--- src/rtl/jk_reg_bank.sv ---
// Bank of WIDTH independent JK flip-flops with set/clear/load overrides,
// a registered complement, a one-cycle change flag and a saturating toggle-event counter.
module jk_reg_bank #(
  parameter int               WIDTH   = 8,
  parameter int               CNT_W   = 16,
  parameter logic [WIDTH-1:0] RST_VAL = '0
) (
  input  logic             clk,
  input  logic             rst,
  input  logic             set,
  input  logic             clr,
  input  logic             load,
  input  logic             en,
  input  logic [WIDTH-1:0] d,
  input  logic [WIDTH-1:0] j,
  input  logic [WIDTH-1:0] k,
  output logic [WIDTH-1:0] q,
  output logic [WIDTH-1:0] qbar,
  output logic             changed,
  output logic [CNT_W-1:0] tog_cnt
);

  localparam logic [CNT_W-1:0] CNT_MAX = '1;
  localparam logic [CNT_W-1:0] CNT_ONE = CNT_W'(1);

  logic [WIDTH-1:0] q_next;
  logic             tog_event;

  always_comb begin
    // NOTE: every output of this block gets a default first, so no path can infer a latch.
    q_next    = q;
    tog_event = 1'b0;
    if (set) begin
      q_next = '1;
    end else if (clr) begin
      q_next = '0;
    end else if (load) begin
      q_next = d;
    end else if (en) begin
      // JK characteristic equation: Q+ = J & ~Q | ~K & Q
      q_next    = (j & ~q) | (~k & q);
      tog_event = |(j & k);
    end
  end

  // qbar is its own register so it carries no inverter after q.
  always_ff @(posedge clk or posedge rst) begin
    // NOTE: non-blocking assignments keep every register sampling pre-edge values.
    if (rst) begin
      q       <= RST_VAL;
      qbar    <= ~RST_VAL;
      changed <= 1'b0;
      tog_cnt <= '0;
    end else begin
      q       <= q_next;
      qbar    <= ~q_next;
      changed <= (q_next != q);
      if (tog_event && (tog_cnt != CNT_MAX)) begin
        tog_cnt <= tog_cnt + CNT_ONE;
      end
    end
  end

endmodule

--- config.mk ---
export PLATFORM = sky130hd
export DESIGN_NAME = jk_reg_bank
export DESIGN_NICKNAME = d
export VERILOG_FILES = /design/src/rtl/jk_reg_bank.sv
export SDC_FILE = /design/constraint.sdc
export NUM_CORES = 1
export LEC_CHECK = 0
export CAP_MARGIN = 5
export CORE_MARGIN = 1.5
export CORE_UTILIZATION = 45
export DETAILED_ROUTE_END_ITERATION = 10
export GPL_TIMING_DRIVEN = 0
export PLACE_DENSITY = 0.8
export SLEW_MARGIN = 0
export SYNTH_ARGS = -nofsm -noshare
export SYNTH_HDL_FRONTEND = slang
export SYNTH_SLANG_ARGS = --single-unit
--- constraint.sdc ---
create_clock -name clk -period 1.74 [get_ports clk]
set_input_delay 0.348 -clock clk [delete_from_list [all_inputs] [get_ports clk]]
set_output_delay 0.348 -clock clk [all_outputs]
set_load 0.03 [all_outputs]
==> flow_metrics.tcl <==
set metrics [dict create \
    status "complete, but fails checks" \
    failed_checks "setup timing" \
    ys_ff_latch 33 \
    timing.rr.start "tog_cnt[3]" \
    fp.dieH_um 67.1 \
    yosys-top-cells-count "dfrtp_1, xnor2_1" \
    r2r_end "tog_cnt[6]" \
    h-tree-depth 2 \
    diodes 0 \
    hold_ws_ps 398 \
    die_x_um 67.1 \
    period_share_pct 104 \
    tns_ps -636 \
    nNetsFinal 302 \
    utilization_pct 69.8 \
    worst_ir_drop_vdd_mv 0.508 \
    rsz0062_at_grt "true" \
    slew_viol_final 0 \
    top_layer_used "met4" \
    fmax_mhz 551 \
    port_buffers 59 \
    critPathKind "in -> reg" \
    dp_hpwl_um 3680 \
    async_flop_share_pct 100 \
    cts_root_buf "clkbuf_8" \
    drive_above_1_share_pct 18.4 \
    placed_cell_area_sq_mm 0.00251 \
    yosys.cell_count.top_type "dfrtp_1" \
    grt_overflow 0 \
    rows 23 \
    cts.hold.buffers_added 0 \
    leakagePower_nw 1.39 \
    clkTransAtPathRegs_ps 70 \
    start_util_pct 46.6 \
    start_kind "input pin" \
    setup_slack_ps -74.0 \
    netlist_instances 194 \
    p_per_area_mw_per_mm2 764 \
    drtAntennaViolNets 0 \
    clk_latency_ps 280 \
    synth_edf_count 0 \
    cp-startpoint "set" \
    avgSynthCellArea_sq_um 9.54 \
    power_mw 2.12 \
    dieArea_sq_mm 0.00451 \
    post-route-min-period_ps 1810 \
    numCtsBuffers 5 \
    drc 0 \
    p_int_mw 1.38 \
    grt_pass1_vias 1674 \
    synth_ff_type "dfrtp_1" \
    grt_max_degree 34 \
    r2r_cells 7 \
    firstDrtPassIters 7 \
    critPathMaxFanout 5 \
    syn_to_final_growth_pct 49.7 \
    yosys.area.top_type "dfrtp_1" \
    grt_antenna_before_repair 0 \
    min_path_type "in -> async" \
    wl_met3_um 365 \
    yosysTopAreaCellShare_pct 33.8 \
    yosys_warnings 0 \
    worst_pin_slew_ps 695 \
    rrSetupSlack_ps -30 \
    met2WireLength_um 2810 \
    grt_pass1_wl_um 8230 \
    drv_cap 0 \
    crit_arrival_ps 1980 \
    wl_met1_um 2200 \
    gp_congestion 0.935 \
    p_sw_share_pct 35.0 \
    ios 63 \
    synthesis.area_sq_mm 0.00185 \
    slew-limit-headroom_pct 53.3 \
    pwr-share-clk_pct 26.1 \
    first_iter_violations 264 \
    core_area_sq_mm 0.00397 \
    seq_area_frac_synth_pct 45.2 \
    synth.area.top_cells "dfrtp_1, dfstp_2, xnor2_1, nand4_1, a21oi_1" \
    cts_max_path_buffers 2 \
    finalWirelength_um 5550 \
    wire_per_inst_um 17.2 \
    ys_types 43 \
    grt_use_total_pct 24.5 \
    synth_fp_nets 225 \
    design_area_sq_mm 0.00277 \
    viasPerCell 5.87 \
    fin_worst_skew_ps 3.05 \
    clock-sinks 33 \
    pwr-share-seq_pct 44.6 \
    p_comb_share_pct 29.3 \
    critical_path_required_ps 1900 \
    setup_viol 15 \
    cts_tree "done" \
    power_switching_mw 0.740 \
    end_kind "flop" \
    hold_violations 0 \
    route.vias.total 1890 \
]
[power by group through the flow]
stage / clock network (mW) / logic [mW] / registers (mW)
after floorplan: 0 / 0.212 / 1.08
after global placement: 0 / 0.608 / 0.950
after detailed placement: 0 / 0.618 / 0.952
after CTS: 0.563 / 0.595 / 0.934
after global routing: 0.587 / 0.665 / 0.956
final: 0.553 / 0.620 / 0.944
[worst max path at each step]
stage / slack [ps] / endpoint / depth (start not counted)
floorplan: -240 / tog_cnt[3] / 7
global placement: -750 / tog_cnt[5] / 7
detailed placement: -770 / tog_cnt[8] / 7
CTS: -50 / tog_cnt[11] / 8
global route: -140 / tog_cnt[0] / 6
finish: -70 / tog_cnt[6] / 8
[logic make-up (layout without fill, tap and decap cells)]
logic type	count (synthesis)	in the layout	share of synthesized area, %
compound gates	52	52	20.7
xor+xnor	15	15	7.10
fa+ha+maj	1	1	0.676
buf+inv	22	100	5.41
flops	33	33	45.2
mux	1	1	0.608
simple gates	70	70	20.4
[cell usage in the layout, fill, tap and decap left out, types with 7 or more instances in the layout]
cell type and n:
nand4_1 11, clkbuf_1 8, inv_1 10, dlygate4sd2_1 33, xnor2_1 13, o21ai_0 7, dlymetal6s2s_1 10, nor2_1 11
dfstp_2 8, buf_6 7, dfrtp_1 24, clkdlybuf4s50_1 15, a21oi_1 11
[metal layers]
metal / vias up / GRT usage, %
met3: 18 / 3.55
met1: 897 / 33.1
met4: 0 / 7.40
met2: 109 / 40.7
li1: 866 / -
met5: - / 0
[critical path, cell delays in order]
cell	delay [ps]
buf_8	90
or4b_1	510
a41o_1	270
a41oi_4	220
buf_6	160
buf_6	130
nand3_2	100
xnor2_1	150
[flip-flops by register name, summed over array words and instances, names as in the netlist]
signal	flops
changed	1
q	8
qbar	8
tog_cnt	16
[stage by stage]
stage          setup slack (ps)  instances
4_1_cts                   -48.8        319
2_1_floorplan              -243        194
5_1_grt                    -137        322
3_3_place_gp               -754        303
6_report                  -74.0        322
3_5_place_dp               -766        303
[area by class of cell]
cell class	count	area, sq um
timing repair buffer	70	701
sequential	33	837
tap	50	62.6
inverter	11	41.3
multi-input combinational	139	975
fill	321	1200
clock inverter	2	10.0
buffer	11	71.3
clock buffer	6	72.6
[timing repair]
action | in CTS | in global routing
pin swaps | 7 | 7
resized for setup | 52 | 21
endpoints found under the setup margin | 38 | 25
cloned | 0 | 0
buffers inserted | 8 | 2
(Power assumes the default switching activity.)
